$ cat src/rtl/mips_pipe_pkg.sv
// Shared types and helpers for the MIPS pipeline-register slice.
package mips_pipe_pkg;

    // Occupancy of a pipeline slot: nothing held, main entry held, main + skid held.
    typedef enum logic [1:0] {
        ST_EMPTY = 2'd0,
        ST_FULL  = 2'd1,
        ST_SKID  = 2'd2
    } pipe_state_e;

    // All-zero word is "sll $0,$0,0", the canonical MIPS NOP.
    localparam logic [31:0] NOP_DEFAULT = 32'h0000_0000;

    // Saturating increment for counters up to 32 bits wide.
    function automatic logic [31:0] sat_inc(input logic [31:0] value,
                                            input logic [31:0] max_value);
        return (value >= max_value) ? max_value : value + 32'd1;
    endfunction

endpackage

$ cat src/rtl/mips_pipe_skid.sv
// Generic valid/ready pipeline slot with an optional skid entry and flush.
// SKID=1: in_ready comes straight from a flop; SKID=0: single entry with
// combinational ready. On flush the main data register captures in_data so
// the owner can forward a sideband value while the slot is marked invalid.
module mips_pipe_skid
    import mips_pipe_pkg::*;
#(
    parameter int DATA_W = 64,
    parameter bit SKID   = 1'b1
) (
    input  logic              clk,
    input  logic              rst_n,
    input  logic              in_valid,
    output logic              in_ready,
    input  logic [DATA_W-1:0] in_data,
    input  logic              flush,
    output logic              out_valid,
    input  logic              out_ready,
    output logic [DATA_W-1:0] out_data
);

    pipe_state_e       state_q, state_d;
    logic [DATA_W-1:0] main_q;
    logic [DATA_W-1:0] skid_q;
    logic              in_xfer;
    logic              load_in;
    logic              load_skid;
    logic              load_from_skid;

    assign in_xfer   = in_valid & in_ready;
    assign out_valid = (state_q != ST_EMPTY);
    assign out_data  = main_q;

    // Next-state and load-enable decode for the slot.
    always_comb begin
        // NOTE: every output of this block gets a default first so no path leaves it unassigned (no latch).
        state_d        = state_q;
        load_in        = 1'b0;
        load_skid      = 1'b0;
        load_from_skid = 1'b0;
        unique case (state_q)
            ST_EMPTY: begin
                if (in_xfer) begin
                    load_in = 1'b1;
                    state_d = ST_FULL;
                end
            end
            ST_FULL: begin
                if (out_ready) begin
                    if (in_xfer) load_in = 1'b1;
                    else         state_d = ST_EMPTY;
                end else if (in_xfer) begin
                    // Only reachable with SKID=1: without a skid entry in_ready is low here.
                    load_skid = 1'b1;
                    state_d   = ST_SKID;
                end
            end
            ST_SKID: begin
                if (out_ready) begin
                    load_from_skid = 1'b1;
                    state_d        = ST_FULL;
                end
            end
            default: state_d = ST_EMPTY;
        endcase
        // Flush discards everything, including a same-cycle input transfer.
        if (flush) begin
            state_d        = ST_EMPTY;
            load_in        = 1'b0;
            load_skid      = 1'b0;
            load_from_skid = 1'b0;
        end
    end

    // State register and main data entry.
    always_ff @(posedge clk) begin
        // NOTE: sequential state uses non-blocking assignments so all flops update together at the edge.
        if (!rst_n) begin
            state_q <= ST_EMPTY;
            // NOTE: data registers are reset too, because a cleared PC is visible on the port after reset.
            main_q  <= '0;
        end else begin
            state_q <= state_d;
            if (flush)               main_q <= in_data;
            else if (load_in)        main_q <= in_data;
            else if (load_from_skid) main_q <= skid_q;
        end
    end

    if (SKID) begin : g_skid
        logic ready_q;

        // Skid entry plus registered ready: ready drops only while the skid entry is occupied.
        always_ff @(posedge clk) begin
            if (!rst_n) begin
                skid_q  <= '0;
                ready_q <= 1'b1;
            end else begin
                ready_q <= (state_d != ST_SKID);
                if (load_skid) skid_q <= in_data;
            end
        end

        assign in_ready = ready_q;
    end else begin : g_noskid
        assign skid_q   = '0;
        assign in_ready = (state_q == ST_EMPTY) | out_ready;
    end

endmodule

$ cat src/rtl/mips_if_id_stage.sv
// IF/ID pipeline register with valid/ready handshake, flush-to-NOP and a
// saturating stall counter. Payload is {PC+4, instruction}.
module mips_if_id_stage
    import mips_pipe_pkg::*;
#(
    parameter int                 PC_W      = 32,
    parameter int                 INSTR_W   = 32,
    parameter logic [INSTR_W-1:0] NOP_INSTR = INSTR_W'(NOP_DEFAULT),
    parameter bit                 SKID      = 1'b1,
    parameter int                 CNT_W     = 16   // at most 32
) (
    input  logic               CLK,
    input  logic               RST_N,
    input  logic               in_valid,
    output logic               in_ready,
    input  logic [PC_W-1:0]    in_pc,
    input  logic [INSTR_W-1:0] in_instr,
    input  logic               flush,
    output logic               out_valid,
    input  logic               out_ready,
    output logic [PC_W-1:0]    out_pc,
    output logic [INSTR_W-1:0] out_instr,
    output logic [CNT_W-1:0]   stall_cnt,
    input  logic               stall_clr
);

    localparam int DATA_W = PC_W + INSTR_W;

    logic [DATA_W-1:0]  slot_data;
    logic [INSTR_W-1:0] held_instr;

    mips_pipe_skid #(
        .DATA_W (DATA_W),
        .SKID   (SKID)
    ) u_slot (
        .clk       (CLK),
        .rst_n     (RST_N),
        .in_valid  (in_valid),
        .in_ready  (in_ready),
        .in_data   ({in_pc, in_instr}),
        .flush     (flush),
        .out_valid (out_valid),
        .out_ready (out_ready),
        .out_data  (slot_data)
    );

    // PC always follows the held entry (drains keep it, flush loads in_pc);
    // the instruction is masked to NOP whenever the slot is a bubble.
    assign out_pc     = slot_data[DATA_W-1:INSTR_W];
    assign held_instr = slot_data[INSTR_W-1:0];
    assign out_instr  = out_valid ? held_instr : NOP_INSTR;

    // Stall counter: clear beats increment, saturates at all-ones, ignores flush.
    always_ff @(posedge CLK) begin
        if (!RST_N) begin
            stall_cnt <= '0;
        end else if (stall_clr) begin
            stall_cnt <= '0;
        end else if (out_valid && !out_ready) begin
            stall_cnt <= CNT_W'(sat_inc(32'(stall_cnt), 32'({CNT_W{1'b1}})));
        end
    end

endmodule

$ cat config.mk
export PLATFORM = sky130hd
export DESIGN_NAME = mips_if_id_stage
export DESIGN_NICKNAME = d
export VERILOG_FILES = /design/src/rtl/mips_pipe_pkg.sv /design/src/rtl/mips_pipe_skid.sv /design/src/rtl/mips_if_id_stage.sv
export SDC_FILE = /design/constraint.sdc
export NUM_CORES = 1
export LEC_CHECK = 0
export CAP_MARGIN = 20
export CORE_MARGIN = 2
export CORE_UTILIZATION = 46
export DETAILED_ROUTE_END_ITERATION = 10
export PLACE_DENSITY_LB_ADDON = 0.15
export SYNTH_ARGS = -nofsm -noshare
export SYNTH_HDL_FRONTEND = slang
export SYNTH_SLANG_ARGS = --single-unit
$ cat constraint.sdc
create_clock -name CLK -period 1.35 [get_ports CLK]
set_input_delay 0.135 -clock CLK [delete_from_list [all_inputs] [get_ports CLK]]
set_output_delay 0.135 -clock CLK [all_outputs]
set_load 0.01 [all_outputs]
After elaboration in Yosys (flattened, before gate mapping)
Index checks and enable logic that the tools add are counted.
- reduce and logical (&&, ||, !) cells: 6
- add/sub/neg operators: 1
- order comparisons: 1
- mux-type cells: 22
- bitwise logic cells: 2
- eq/ne operators: 3
- operators with widths (kind ; count):
    2-to-1 mux 64 bit ; 3
    2-to-1 mux 32 bit ; 1
    adder 16 x 1 -> 16 bit, second input constant ; 1
    >= comparator 16 bit, second input constant ; 1
    2-to-1 mux 16 bit ; 1
    2-to-1 mux 2 bit ; 6
    2-to-1 mux 1 bit ; 9
    one-hot mux 2 bit (3 select lines) ; 1
    nonzero test 3 bit ; 1
    == test 2 x 1 -> 1 bit, second input constant ; 1
    == test 2 bit, second input constant ; 1
    zero test 2 bit ; 1
    != test 2 bit, second input constant ; 1
    one-hot mux 1 bit (2 select lines) ; 1
    nonzero test 2 bit ; 1
    OR reduction 2 bit ; 1
    bitwise AND 1 bit ; 1
    logical AND 1 bit ; 1
    zero test 1 bit ; 1
    inverter 1 bit ; 1
- register bits: 147
- word-level logic and storage cells: 40
- output and inout bits: 82

Depth between registers and ports, before layout
Gate-level depths: netlist of the first run.
- depth in word-level cells: 7
- gate-level depth with buffers: 7
- mapped depth without buffers: 5

Modules after synthesis
Synthesis of the first run repeated with hierarchy kept, for this count alone.
- cells, all modules: 705
- area, all modules: 6603.8 um^2
- modules (own cells, without submodules) (module ; times used ; cells an instance ; sequential area each (um^2) ; area each (um^2)):
    mips_pipe_skid ; 1 ; 581 ; 2622.5 ; 5612.9
    mips_if_id_stage ; 1 ; 124 ; 320.3 ; 991.0

Worst setup path before layout of the first run
No wires, ideal clock.
- path type: reg-to-reg
- start: reg stall_cnt[0]
- end: reg stall_cnt[1]
- required time: 1.276 ns
- stages on the path, launching flop included: 7
- path buffers: 1
- clock period less this slack: 1.504 ns
- data arrival time: 1.430 ns
- path slack: -0.154 ns
- path through: dfxtp_1 -> ha_1 -> nand3_1 -> nor3_4 -> nand2_1 -> buf_2 -> a31oi_1
- word-level cells in the longest chain between the ends: 2
- elaborated cells on any way between the ends: 3
- classes of those cells: add/sub: 1; order compare: 1; mux: 1
- RTL lines (item ; line ; RTL):
    start, declared ; mips_if_id_stage.sv:23 ; output logic [CNT_W-1:0] stall_cnt,
    start signal, assigned ; mips_if_id_stage.sv:60 ; stall_cnt <= CNT_W'(sat_inc(32'(stall_cnt), 32'({CNT_W{1'b1}})));
    adder 16 x 1 -> 16 bit or >= comparator 16 bit (tied branches) ; mips_pipe_pkg.sv:17 ; return (value >= max_value) ? max_value : value + 32'd1;
    2-to-1 mux 16 bit (*) ; mips_pipe_pkg.sv:17 ;
Every way passes the cells marked *; elsewhere a longest branch is shown, timed or not.
A chain may end at the register's enable or synchronous reset.

Worst setup path after layout of the first run
- start: reg u_slot.state_q[1]
- end: reg u_slot.skid_q[23]
- word-level cells in the longest chain between the ends: 3
- RTL lines (item ; line ; RTL):
    start, declared ; mips_pipe_skid.sv:22 ; pipe_state_e state_q, state_d;
    start signal, assigned ; mips_pipe_skid.sv:83 ; state_q <= state_d;
    == test 2 x 1 -> 1 bit ; mips_pipe_skid.sv:41 ; unique case (state_q)
    2-to-1 mux 1 bit ; mips_pipe_skid.sv:41 ;
    2-to-1 mux 1 bit ; mips_pipe_skid.sv:67 ; if (flush) begin
    end signal, assigned ; mips_pipe_skid.sv:100 ; if (load_skid) skid_q <= in_data;
    end, declared ; mips_pipe_skid.sv:24 ; logic [DATA_W-1:0] skid_q;
Every way passes these cells.

==> run_results.csv, run 1 <==
group,metric,value,unit
synthesis,synth_top_area_share,43.5,%
sta,period_needed,1680,ps
place,place_area,8610,um^2
grt,grt_remaining_overflow,0,
die,initial_core_util,46.9,%
clocking,insertion_delay,430,ps
setup_path,cp.arrival,2000,ps
job,cap_violations,0,
cells_and_area,multi_input_area,3960,um^2
clocking,holdBufCountCts,0,
die,die_w,125,um
cells_and_area,seqCellArea,2970,um^2
sta,rsz0062_at_grt,"true",
sta,final_max_slew_viol_count,0,
detailed_routing,routed_wl,23.8,mm
sta,finalSetupViolations,177,
clocking,cts_root_buf,"clkbuf_16",
grt,grt_first_pass_wirelength,34.8,mm
detailed_routing,drc,0,
status,violations,"setup timing",
status,status,"finished, violations left",
die,fp.dieArea,15700,um^2
place,dpl_worst_slack,-517,ps
clocking,cts_sinks,147,
synthesis,synth_edf_count,0,
die,io_pins,152,
pwr,p_leak,0.00515,uW
synthesis,syn_inst,820,
sta,finalHoldViolations,0,
worst_hold_path,whs_path_depth,2,
synthesis,synth_commonest_cells,"nand2_1, dfxtp_1, nand3_1, o211a_1, a21boi_1",
cells_and_area,instances_no_fill,1206,
detailed_routing,vias,6952,
grt,grt_max_degree,53,
grt,grt_pass1_vias,6854,
setup_path,start_kind,"flip-flop",
clocking,clk_pin_slew,60,ps
detailed_routing,wl_per_cell,19.7,um
setup_path,r2r_slack,-330,ps
detailed_routing,viasPerCell,5.76,
detailed_routing,drt-initial-drc-count,513,
synthesis,ys.flop_type,"dfxtp_1",
synthesis,synthTopCellsByArea,"dfxtp_1, nand2_1, nand3_1",
grt,grt_use_total,27.5,%
setup_path,r2r.worst_path.cells,7,
clocking,cts_tree,"yes",
sta,fin_crit_sh,124,%
synthesis,synthDistinctLibCells,37,
cells_and_area,final_nets,1080,
synthesis,post-synth-top-area-cell,"dfxtp_1",
setup_path,crit_path_end_kind,"flip-flop",
sta,clock.fmax,597,MHz
synthesis,yosysMostFrequentCell,"nand2_1",
cells_and_area,n_fill_cell,970,
die,row_count,44,
sta,maxSlewHeadroom,64.3,%
cells_and_area,fin_area,11100,um^2
place,dp_hpwl,11.7,mm
place,gp_congestion,0.882,
die,die_height,125,um
die,core,14400,um^2
cells_and_area,area_growth,63.7,%
sta,setup_ws,-326,ps
synthesis,synth_seq_cells,147,
pwr,irDropWorstVdd,0.891,mV
synthesis,syn-num-nets,891,
synthesis,ys_warn_count,0,
grt,antenna_found_initial,1,
setup_path,cp.required,1670,ps
pwr,power_density,1030,nW/um^2
synthesis,seq_area_frac_synth,43.5,%
clocking,cts_made_buffers,17,
setup_path,path_max_fanout,9,
sta,skew,6.27,ps
clocking,cts.htree.levels,4,
place,portBuffers,151,
synthesis,syn_area_per_cell,8.25,um^2
synthesis,async_flop_share,0,%
detailed_routing,drtAntennaViolNets,0,
detailed_routing,first_pass_iters,6,
sta,whs,92.9,ps
cells_and_area,drive_gt1_share,34.6,%
place,place_inst,1114,
setup_path,crit_type,"flip-flop to flip-flop",
sta,tightestPinTransition,535,ps
synthesis,synth_area,6760,um^2
worst_hold_path,hold_class,"input pin to flip-flop",
clocking,clockBufferDepth,2,
## through the flow
stage / setup TNS (ps) / total power, uW / util (%)
after global placement: -63980 / 5840 / 59.7
after global routing: -51620 / 11800 / 76.8
after detailed placement: -66750 / 5880 / 59.7
final: -42770 / 11400 / 76.8
after floorplan: -4250 / 5320 / -
after CTS: -46380 / 11300 / 70.1
## flip-flops by register name, indices dropped and copies added (netlist names)
register         flops
stall_cnt           16
u_slot.in_ready      1
u_slot.out_data     64
u_slot.skid_q       64
u_slot.state_q       2
## area by class of cell
cell class / count / area share (%)
antenna: 1 / 0.0226
sequential: 147 / 26.8
clock buffer: 23 / 4.51
inverter: 4 / 0.158
clock inverter: 8 / 1.33
multi-input combinational: 567 / 35.8
timing repair buffer: 272 / 29.3
tap: 184 / 2.08
## timing repair
action                                  in CTS  in global routing
cloned                                      19                 13
pin swaps                                    3                 39
endpoints found under the setup margin     226                207
gates resized for setup                    228                211
setup buffers                               27                 15
## power breakdown
group / internal [uW] / total (uW) / leakage (uW) / switching, uW
Clock: 3340 / 5190 / 0.000307 / 1850
Combinational: 909 / 1640 / 0.00363 / 734
Sequential: 4500 / 4600 / 0.00121 / 101
## cell usage in the layout, fill, tap and decap left out, drive strengths merged, types with 5 or more instances in the layout
cell type	count
clkdlybuf4s50	67
nand3	131
xnor2	7
a31oi	5
nor3	12
buf	144
a21oi	14
dlygate4sd2	22
clkbuf	35
dlymetal6s2s	23
dfxtp	147
nor2b	34
a21boi	64
nand2	201
o211a	64
## kinds of logic (layout without fill, tap and decap cells)
group	after synthesis	after routing	share of synthesized area [%]
other cells	0	1	0
simple gates	403	403	27.9
fa+ha+maj	1	1	0.185
compound gates	155	155	18.9
flops	147	147	43.5
buf+inv	106	307	8.45
xor+xnor	8	8	1.04
## final timing paths
check / start / to
worst min-delay path: RST_N / u_slot.out_data[19]
worst max register to register: u_slot.state_q[1] / u_slot.skid_q[23]
worst min register to register: u_slot.skid_q[0] / u_slot.skid_q[0]
worst max-delay path: u_slot.state_q[1] / u_slot.skid_q[23]
## routing by layer
layer / wire (um) / GRT usage (%) / vias to the layer above
li1: - / - / 3181
met1: 9230 / 32.3 / 3411
met2: 12300 / 48.3 / 302
met3: 1570 / 5.69 / 58
met4: 715 / 12.1 / 0
met5: 0 / 0 / -
## critical path, stage by stage (launching register included)
cell and delay, ps:
dfxtp_2 340, buf_6 120, nand3b_1 170, or3_4 480
buf_12 180, buf_16 130, nand2_2 70, a21boi_1 70
Note: power is estimated with default switching activity, not from simulation.
==> inputs of run 2 (changes only) <==
--- a/config.mk
+++ b/config.mk
@@ -8,6 +8,7 @@
 export CAP_MARGIN = 20
 export CORE_MARGIN = 2
 export CORE_UTILIZATION = 46
+export CTS_CLUSTER_DIAMETER = 50
 export DETAILED_ROUTE_END_ITERATION = 10
 export PLACE_DENSITY_LB_ADDON = 0.15
 export SYNTH_ARGS = -nofsm -noshare
==> results of run 2 <==
Final layout, timing and power as in run 1 (identical DEF).
==> inputs of run 3 (changes only) <==
--- a/config.mk
+++ b/config.mk
@@ -8,8 +8,8 @@
 export CAP_MARGIN = 20
 export CORE_MARGIN = 2
 export CORE_UTILIZATION = 46
-export CTS_CLUSTER_DIAMETER = 50
 export DETAILED_ROUTE_END_ITERATION = 10
+export HOLD_SLACK_MARGIN = 0.03
 export PLACE_DENSITY_LB_ADDON = 0.15
 export SYNTH_ARGS = -nofsm -noshare
 export SYNTH_HDL_FRONTEND = slang
==> results of run 3 <==
Final layout, timing and power as in run 1 (identical DEF).
